$ cat config.mk
export PLATFORM = sky130hd
export DESIGN_NAME = mem_access_unit
export DESIGN_NICKNAME = d
export VERILOG_FILES = /design/src/rtl/mem_access_unit.sv
export SDC_FILE = /design/constraint.sdc
export NUM_CORES = 1
export LEC_CHECK = 0
export ABC_AREA = 0
export BUFFER_PORTS_ARGS = -buffer_cell sky130_fd_sc_hd__buf_2
export CAP_MARGIN = 20
export CORE_MARGIN = 4
export CORE_UTILIZATION = 40
export DETAILED_ROUTE_END_ITERATION = 16
export PLACE_DENSITY = 0.73
export SETUP_SLACK_MARGIN = 0.05
export SYNTH_ARGS = -nofsm -noshare
export SYNTH_HDL_FRONTEND = slang
export SYNTH_SLANG_ARGS = --single-unit
export TNS_END_PERCENT = 20
$ cat constraint.sdc
create_clock -name clk -period 1.6 [get_ports clk]
set_input_delay 0.08 -clock clk [delete_from_list [all_inputs] [get_ports clk]]
set_output_delay 0.08 -clock clk [all_outputs]
set_load 0.1 [all_outputs]
$ cat src/rtl/mem_access_unit.sv
// Load/store sequencer between the CPU pipeline and a 16-bit halfword memory.
// Splits byte/half/word requests into halfword cycles; byte stores use read-modify-write.
module mem_access_unit #(
  parameter int ADDRWIDTH = 20,
  parameter int DATAWIDTH = 16
) (
  input  logic                 clk,
  input  logic                 rst_n,
  input  logic                 req,
  input  logic                 we,
  input  logic [1:0]           size,
  input  logic                 sext,
  input  logic [ADDRWIDTH:0]   addr,
  input  logic [31:0]          wdata,
  output logic [31:0]          rdata,
  output logic                 done,
  output logic                 err,
  output logic                 busy,
  output logic                 mem_write_n,
  output logic                 mem_enable_n,
  output logic [ADDRWIDTH-1:0] mem_addr,
  output logic [DATAWIDTH-1:0] mem_in,
  input  logic [DATAWIDTH-1:0] mem_out
);

  localparam logic [1:0] SZ_BYTE = 2'b00;
  localparam logic [1:0] SZ_HALF = 2'b01;
  localparam logic [1:0] SZ_WORD = 2'b10;
  localparam logic [ADDRWIDTH-1:0] HW_ONE = {{(ADDRWIDTH-1){1'b0}}, 1'b1};

  typedef enum logic [2:0] {
    IDLE   = 3'd0,
    RD_LO  = 3'd1,
    RD_HI  = 3'd2,
    WR_LO  = 3'd3,
    WR_HI  = 3'd4,
    RMW_RD = 3'd5,
    RESP   = 3'd6
  } state_t;

  state_t                 state_r, state_next_s;
  logic                   we_r, sext_r, byte_sel_r;
  logic [1:0]             size_r;
  logic [ADDRWIDTH-1:0]   hw_addr_r;
  logic [31:0]            wdata_r, rdata_r;
  logic [DATAWIDTH-1:0]   cap_r;
  logic                   done_r, err_r;
  logic                   accept_s, bad_req_s;
  logic                   mem_write_n_s, mem_enable_n_s;
  logic [ADDRWIDTH-1:0]   mem_addr_s;
  logic [DATAWIDTH-1:0]   mem_in_s;

  function automatic logic is_bad_req(input logic [1:0] sz, input logic [1:0] a_lo);
    logic bad;
    case (sz)
      SZ_BYTE: bad = 1'b0;
      SZ_HALF: bad = a_lo[0];
      SZ_WORD: bad = (a_lo != 2'b00);
      default: bad = 1'b1;
    endcase
    return bad;
  endfunction

  function automatic logic [31:0] load_extend(input logic [15:0] hw, input logic is_byte,
                                              input logic hi_sel, input logic sx);
    logic [7:0]  b;
    logic [31:0] res;
    b = hi_sel ? hw[15:8] : hw[7:0];
    if (is_byte) begin
      res = sx ? {{24{b[7]}}, b} : {24'h000000, b};
    end else begin
      res = sx ? {{16{hw[15]}}, hw} : {16'h0000, hw};
    end
    return res;
  endfunction

  function automatic logic [15:0] merge_byte(input logic [15:0] hw, input logic [7:0] b,
                                             input logic hi_sel);
    return hi_sel ? {b, hw[7:0]} : {hw[15:8], b};
  endfunction

  assign accept_s  = (state_r == IDLE) && req;
  assign bad_req_s = is_bad_req(size, addr[1:0]);

  // Next-state sequencing; requests outside IDLE are ignored.
  always_comb begin
    state_next_s = state_r;
    case (state_r)
      IDLE: begin
        if (!req) begin
          state_next_s = IDLE;
        end else if (bad_req_s) begin
          state_next_s = RESP;
        end else if (!we) begin
          state_next_s = RD_LO;
        end else if (size == SZ_BYTE) begin
          state_next_s = RMW_RD;
        end else begin
          state_next_s = WR_LO;
        end
      end
      RD_LO:   state_next_s = (size_r == SZ_WORD) ? RD_HI : RESP;
      RD_HI:   state_next_s = RESP;
      WR_LO:   state_next_s = (size_r == SZ_WORD) ? WR_HI : RESP;
      WR_HI:   state_next_s = RESP;
      RMW_RD:  state_next_s = WR_LO;
      RESP:    state_next_s = IDLE;
      default: state_next_s = IDLE;
    endcase
  end

  // Memory strobes and bus decoded from state and latched operands only.
  always_comb begin
    mem_write_n_s  = 1'b1;
    mem_enable_n_s = 1'b1;
    mem_addr_s     = '0;
    mem_in_s       = '0;
    case (state_r)
      RD_LO, RMW_RD: begin
        mem_enable_n_s = 1'b0;
        mem_addr_s     = hw_addr_r;
      end
      RD_HI: begin
        mem_enable_n_s = 1'b0;
        mem_addr_s     = hw_addr_r + HW_ONE;
      end
      WR_LO: begin
        mem_write_n_s = 1'b0;
        mem_addr_s    = hw_addr_r;
        mem_in_s      = (size_r == SZ_BYTE) ? merge_byte(cap_r, wdata_r[7:0], byte_sel_r)
                                            : wdata_r[15:0];
      end
      WR_HI: begin
        mem_write_n_s = 1'b0;
        mem_addr_s    = hw_addr_r + HW_ONE;
        mem_in_s      = wdata_r[31:16];
      end
      default: begin
        mem_write_n_s  = 1'b1;
        mem_enable_n_s = 1'b1;
      end
    endcase
  end

  // State register, operand latch, read capture and response flags.
  always_ff @(posedge clk or negedge rst_n) begin
    if (!rst_n) begin
      state_r    <= IDLE;
      we_r       <= 1'b0;
      sext_r     <= 1'b0;
      byte_sel_r <= 1'b0;
      size_r     <= 2'b00;
      hw_addr_r  <= '0;
      wdata_r    <= 32'h0000_0000;
      cap_r      <= '0;
      rdata_r    <= 32'h0000_0000;
      done_r     <= 1'b0;
      err_r      <= 1'b0;
    end else begin
      state_r <= state_next_s;
      done_r  <= (state_next_s == RESP);
      err_r   <= accept_s && bad_req_s;
      if (accept_s) begin
        we_r       <= we;
        sext_r     <= sext;
        byte_sel_r <= addr[0];
        size_r     <= size;
        hw_addr_r  <= addr[ADDRWIDTH:1];
        wdata_r    <= wdata;
      end
      if ((state_r == RD_LO) || (state_r == RMW_RD)) begin
        cap_r <= mem_out;
      end
      if ((state_r == RD_LO) && (size_r != SZ_WORD)) begin
        rdata_r <= load_extend(mem_out, size_r == SZ_BYTE, byte_sel_r, sext_r);
      end else if (state_r == RD_HI) begin
        rdata_r <= {mem_out, cap_r};
      end
    end
  end

  assign rdata        = rdata_r;
  assign done         = done_r;
  assign err          = err_r;
  assign busy         = (state_r != IDLE);
  assign mem_write_n  = mem_write_n_s;
  assign mem_enable_n = mem_enable_n_s;
  assign mem_addr     = mem_addr_s;
  assign mem_in       = mem_in_s;

  logic unused_s;
  assign unused_s = we_r;

endmodule

# Yosys cells after proc, flatten, opt, wreduce, memory -nomap -nowiden
# Cells that the tools add are included.
# op_classes
add_sub_neg,1
n_eq_ne,10
mux,20
reduce_logical,14
# op_table
op,n
32-bit two-way mux,5
20-bit case mux with 2 select lines,1
16-bit two-way mux,2
16-bit case mux with 2 select lines,1
"20-bit by 1-bit adder with 20-bit output, second input constant",1
3-bit two-way mux,5
3-bit case mux with 5 select lines,1
"3-bit equality test, second input constant",3
8-bit two-way mux,1
"3-bit by 2-bit equality test with 1-bit output, second input constant",2
3-bit OR reduction,2
"2-bit equality test, second input constant",2
2-bit zero test,2
2-bit nonzero test,2
2-bit OR reduction,2
"3-bit by 1-bit equality test with 1-bit output, second input constant",1
1-bit logical AND,3
3-bit zero test,1
1-bit case mux with 3 select lines,1
3-bit nonzero test,1
"2-bit by 1-bit equality test with 1-bit output, second input constant",1
1-bit two-way mux,2
2-bit two-way mux,1
"2-bit != test, second input constant",1
1-bit logical OR,1
# totals
ff_bits,109
in_bits,76
out_inout_bits,73
elab_cells,55

# Depth between registers and ports, before layout
# Gate-level depths: netlist of the first run.
# depth
ltp_word,7
ltp_mapped,7
mapped_depth_nobuf,5

# Least setup slack after synthesis of the first run
# No wires, ideal clock.
# synth_path
path_kind,register to output
from,register state_r[0]
to,output port mem_addr[8]
t_arrival_ps,4207
required_ps,1520
slack_ps,-2687
stages_incl_launch_ff,6
path_cell_list,dfrtp_1 -> buf_2 -> nor3b_4 -> nor2_2 -> buf_6 -> o41ai_1
# synth_via
elab_chain_cells,3
elab_cells_between_ends,8
classes_between,eq/ne: 5; mux: 1; reduce/logical: 2
# synth_rtl
element,line,text
start: declaration,41,"state_t state_r, state_next_s;"
start signal: assignment,160,state_r <= state_next_s;
"3-bit by 1-bit equality test with 1-bit output, or another cell as far along",118,case (state_r)
3-bit OR reduction (no source line) / 2-bit OR reduction (equally long branches),--,
20-bit case mux with 2 select lines *,118,
end: declaration,21,"output logic [ADDRWIDTH-1:0] mem_addr,"
# Mark *: on every way between the ends. The rest lies on a longest branch, timed or not.

# Worst setup path after layout of the first run
# layout_path
from,register hw_addr_r[7]
to,output port mem_addr[17]
# layout_via
elab_chain_cells,2
# layout_rtl
element,line,text
start: declaration,44,logic [ADDRWIDTH-1:0] hw_addr_r;
start signal: assignment,168,hw_addr_r <= addr[ADDRWIDTH:1];
20-bit by 1-bit adder with 20-bit output,"125, 135",
20-bit case mux with 2 select lines,118,
# No other way between the ends.

==> impl_metrics.yaml, run 1 <==
detailed_routing:
  wl_per_cell_um: 20.3
  drtAntennaViolNets: 0
  firstDrtPassIters: 5
  dr.max_layer_used: "met4"
  via_count: 6159
  drc_errors: 0
  via_per_inst: 5.57
  wl_met1_um: 8530
  wl_met3_um: 1380
  routed_wl_um: 22400
  wl_met2_um: 11800
  drt_iter0_markers: 441
layout:
  register_area_sq_um: 2730
  syn_to_final_growth_pct: 82.9
  fin_cells: 1105
  diodes: 0
  layout-drive-gt1-share_pct: 47.7
  multiInputGateArea_sq_um: 3750
  layout_common_cells: "193 x nand2_1, 108 x buf_2, 107 x dfrtp_1"
  final_net_count: 1001
  fin_util_pct: 75.8
  layout_commonest_cell: "nand2_1"
  fillers: 825
timing:
  setup_ws_ps: -600
  period_share_pct: 138
  slew_headroom_pct: 66.5
  worst_slew_pin_slew_ps: 506
  finalHoldViolCount: 0
  grt_setup_unrepaired: "yes"
  skew_ps: 7.70
  maxSlewViolCount: 0
  setup_violations: 91
  fin_crit_ps: 2200
  fmax_ghz: 0.454
synth:
  yosys.area.top_type: "dfrtp_1"
  synth.net_count: 703
  synth_top_family_by_area: "simple AND/OR/NAND/NOR gates"
  ys_ff_latch: 109
  synth_mux_area_share_pct: 9.31
  synthArstFlopShare_pct: 100
  ys_seq_area_share_pct: 48.9
  synthFlopType: "dfrtp_1"
  synth_edf_count: 0
  avgSynthCellArea_sq_um: 8.91
  synth_top_area_share_pct: 48.9
  netlist_area_sq_um: 5580
  synthCells: 626
  ys_types: 55
  synth-adder-area-share_pct: 0.224
  yosys.area_share.simple_pct: 21.9
  synth-xor-area-share_pct: 0
  yosysWarnings: 0
  synth_top_cells_by_area: "dfrtp_1 49%, nand2_1 14%, mux2i_1 4.7%, mux2_2 4.6%, o21ai_0 4.2%"
  synth-compound-area-share_pct: 15.8
global_route:
  gr-total-overflow: 0
  first_global_vias: 6484
  antenna_found_initial: 0
  grt_max_degree: 56
  grt_first_pass_wirelength_um: 34100
  grt_use_total_pct: 26.7
placed_design:
  post-place-ws_ps: -365
  hpwl_um: 14100
  place_congestion: 0.933
  port_buffers: 148
  dp_cells: 984
run:
  max_cap_viol_count: 0
setup_path:
  critPathMaxFanout: 4
  cp.arrival_ps: 2120
  crit_required_ps: 1520
  end_kind: "primary output"
  start_kind: "flip-flop"
  path_class: "flip-flop to primary output"
  r2r_cells: 8
clock_tree:
  clkTransAtPathRegs_ps: 80
  cts_sinks: 109
  h-tree-depth: 3
  cts_buffer_depth: 2
  clock-root-buffer: "clkbuf_16"
  insertion_delay_ps: 360
  cts_buffers: 9
  cts_tree: "built"
floorplan:
  die_width_um: 126
  die_area_sq_um: 15900
  fp-row-count: 42
  coreArea_sq_um: 13500
  fp.dieH_um: 126
  initial_core_util_pct: 41.4
  io_pins: 149
status:
  outcome: "finished with violations"
  violations: "negative setup slack"
worst_hold_path:
  hold_class: "primary input to flip-flop"
  hold_depth: 3
==> stage by stage <==
step,hold WS [ps],TNS [ps],area [sq um]
floorplan,-216,-14310,6290
global placement,25.9,-7650,8240
detailed placement,29.6,-10930,8240
CTS,5.45,-24190,9730
global route,17.9,-28600,10200
finish,11.1,-20550,10200
==> state kept, by name (all words and copies together), names as in the netlist, 2 cells and up <==
signal / flops
hw_addr_r: 20
rdata: 32
wdata_r: 32
state_r: 3
size_r: 2
cap_r: 16
==> final timing paths <==
path                              start            end  slack, ps
max                        hw_addr_r[7]   mem_addr[17]       -600
min                         mem_out[10]      rdata[26]         10
max reg2reg                  state_r[0]       rdata[6]       -170
min reg2reg                 wdata_r[31]    wdata_r[31]        490
max in group asynchronous         rst_n      size_r[1]        770
min in group asynchronous         rst_n  hw_addr_r[12]        180
==> critical path: stages (launching register included) <==
cell     delay (ps)
dfrtp_1         370
and4_4          270
nand4_1         170
buf_4           190
or4_4           490
nand3_4          80
buf_12          170
==> Yosys cell counts, types with 4 or more instances <==
| cell type | instances |
|---|---|
| nand4_1 | 5 |
| a2bb2oi_1 | 18 |
| a221o_1 | 8 |
| nor2_1 | 15 |
| clkbuf_1 | 26 |
| nand3_1 | 15 |
| a21oi_1 | 29 |
| nand2_1 | 214 |
| dfrtp_1 | 109 |
| nor3_1 | 4 |
| o31ai_1 | 4 |
| mux2i_1 | 26 |
| a31oi_1 | 6 |
| o21ai_0 | 47 |
| buf_2 | 9 |
| mux2_2 | 23 |
| inv_1 | 7 |
==> cells by family after synthesis <==
| logic type | after synthesis |
|---|---|
| compound gates | 135 |
| mux | 49 |
| fa+ha+maj | 1 |
| simple gates | 283 |
| flops | 109 |
| buf+inv | 49 |
==> area by class of cell <==
cell class,instances,share of cell area (%)
Clock buffer,9,2.21
Clock inverter,7,1.13
Inverter,7,0.331
Multi-Input combinational cell,471,36.8
Sequential cell,109,26.8
Tap cell,176,2.16
Timing Repair Buffer,326,30.6
==> routing by layer <==
layer  vias up  global-route usage, %
met5         -                      0
met4         0                   9.40
met2       293                   48.0
met3        59                   5.76
li1       2767                      -
met1      3040                   31.5
==> repair_timing <==
action | CTS | global route
setup endpoints to repair | 112 | 148
buffers inserted | 13 | 23
gates cloned | 5 | 0
hold buffers | 69 | 0
hold endpoints to repair | 158 | 0
pin swaps | 28 | 32
resized for setup | 86 | 84
Power of run 1 is not shown: default switching activity piles up to over one toggle a cycle in this logic, so the estimate is an artifact.
==> run 2, diff against run 1 <==
Settings changed: RECOVER_POWER from default to 25.
==> impl_metrics.yaml, run 2 (same netlist as run 1, synthesis figures left out) <==
detailed_routing:
  routed_wl_um: 22400
  firstDrtPassIters: 7
  via_count: 6163
  wl_per_cell_um: 20.2
  drt_iter0_markers: 441
  via_per_inst: 5.58
  drtAntennaViolNets: 0
  drc_errors: 0
setup_path:
  start_kind: "flip-flop"
  endpoint: "mem_addr[17]"
  cp.arrival_ps: 2120
  r2r_slack_ps: -160
  worstReg2RegEnd: "rdata[6]"
  critPathMaxFanout: 4
  crit_required_ps: 1520
  crit_start: "hw_addr_r[7]"
  crit_path_top_delay_cell: "or4_4"
  path_class: "flip-flop to primary output"
  r2r_cells: 8
  slowest_delay_ps: 490
  r2r-start: "state_r[0]"
  path_cells: "and4_4, nand4_1, buf_4, or4_4, nand3_4, buf_12"
  end_kind: "primary output"
placed_design:
  port_buffers: 148
  hpwl_um: 14100
  place_congestion: 0.933
clock_tree:
  clock-root-buffer: "clkbuf_16"
  cts_tree: "built"
  clkTransAtPathRegs_ps: 80
  h-tree-depth: 3
  cts_buffer_depth: 2
  cts_buffers: 9
  insertion_delay_ps: 360
  cts_sinks: 109
worst_hold_path:
  holdCritStartpoint: "mem_out[10]"
  hold_class: "primary input to flip-flop"
floorplan:
  initial_core_util_pct: 41.4
  die_area_sq_um: 15900
  fp-row-count: 42
  io_pins: 149
  coreArea_sq_um: 13500
  die_width_um: 126
  fp.dieH_um: 126
global_route:
  grt_use_total_pct: 26.7
  first_global_vias: 6484
  gr-total-overflow: 0
  grt_max_degree: 56
  grt_first_pass_wirelength_um: 34100
  antenna_found_initial: 0
layout:
  layout_commonest_cell: "nand2_1"
  syn_to_final_growth_pct: 82.6
  layout-drive-gt1-share_pct: 47.7
  fin_util_pct: 75.7
  final_net_count: 1001
  diodes: 0
  fillers: 828
  layout_common_cells: "193 x nand2_1, 108 x buf_2, 107 x dfrtp_1"
timing:
  slew_headroom_pct: 51.6
  skew_ps: 7.30
  period_share_pct: 138
  fmax_ghz: 0.454
  setup_ws_ps: -605
  worst_slew_pin_slew_ps: 725
  grt_setup_unrepaired: "yes"
  fin_crit_ps: 2200
  maxSlewViolCount: 0
  setup_violations: 91
  finalHoldViolCount: 0
status:
  outcome: "finished with violations"
  violations: "negative setup slack"
run:
  max_cap_viol_count: 0
## run 2: critical path: cells and delay by family, from the launching register on
kind,cells,cell delay (ps)
buffers and inverters,2,360
and+or+nand+nor,4,1010
DFF,1,370
## run 2: how the worst min path moves through the flow
stage / slack, ps / cells after the start / end
final: 10 / 3 / rdata[26]
after global routing: 20 / 3 / rdata[26]
after CTS: 5 / 3 / rdata[25]
after detailed placement: 30 / 1 / hw_addr_r[16]
after global placement: 30 / 1 / hw_addr_r[16]
after floorplan: -220 / 0 / byte_sel_r
## run 2: cell type report
type	count	area (sq um)	area share, %
inverter	7	33.8	0.332
multi-input combinational	471	3750	36.8
sequential	109	2730	26.8
clock buffer	9	225	2.21
timing repair buffer	326	3110	30.5
tap	176	220	2.16
clock inverter	7	115	1.13
## run 2: timing repair
item,in CTS,in global routing
cloned,5,0
resized for setup,86,84
hold buffers,69,0
endpoints found under the setup margin,112,148
setup buffers,13,23
pin swaps,28,32
hold endpoints to repair,158,0
## run 2: per-stage QoR
step	TNS, ps	instances	hold slack [ps]	setup WS (ps)	cell area [sq um]
3_5_place_dp	-10930	984	29.6	-365	8240
5_1_grt	-28600	1105	17.9	-627	10200
2_1_floorplan	-14310	626	-216	-641	6290
4_1_cts	-24190	1086	5.45	-547	9730
6_report	-20540	1105	10.9	-605	10200
3_3_place_gp	-7650	984	25.9	-302	8240
## run 2: routing by layer
metal,global-route usage [%],share of wire [%],up-vias
met4,9.40,3.6,0
li1,-,-,2770
met2,48.0,52,285
met5,0,0,-
met1,31.5,38,3039
met3,5.76,6.2,69
Power of run 2 is left out for the same reason.
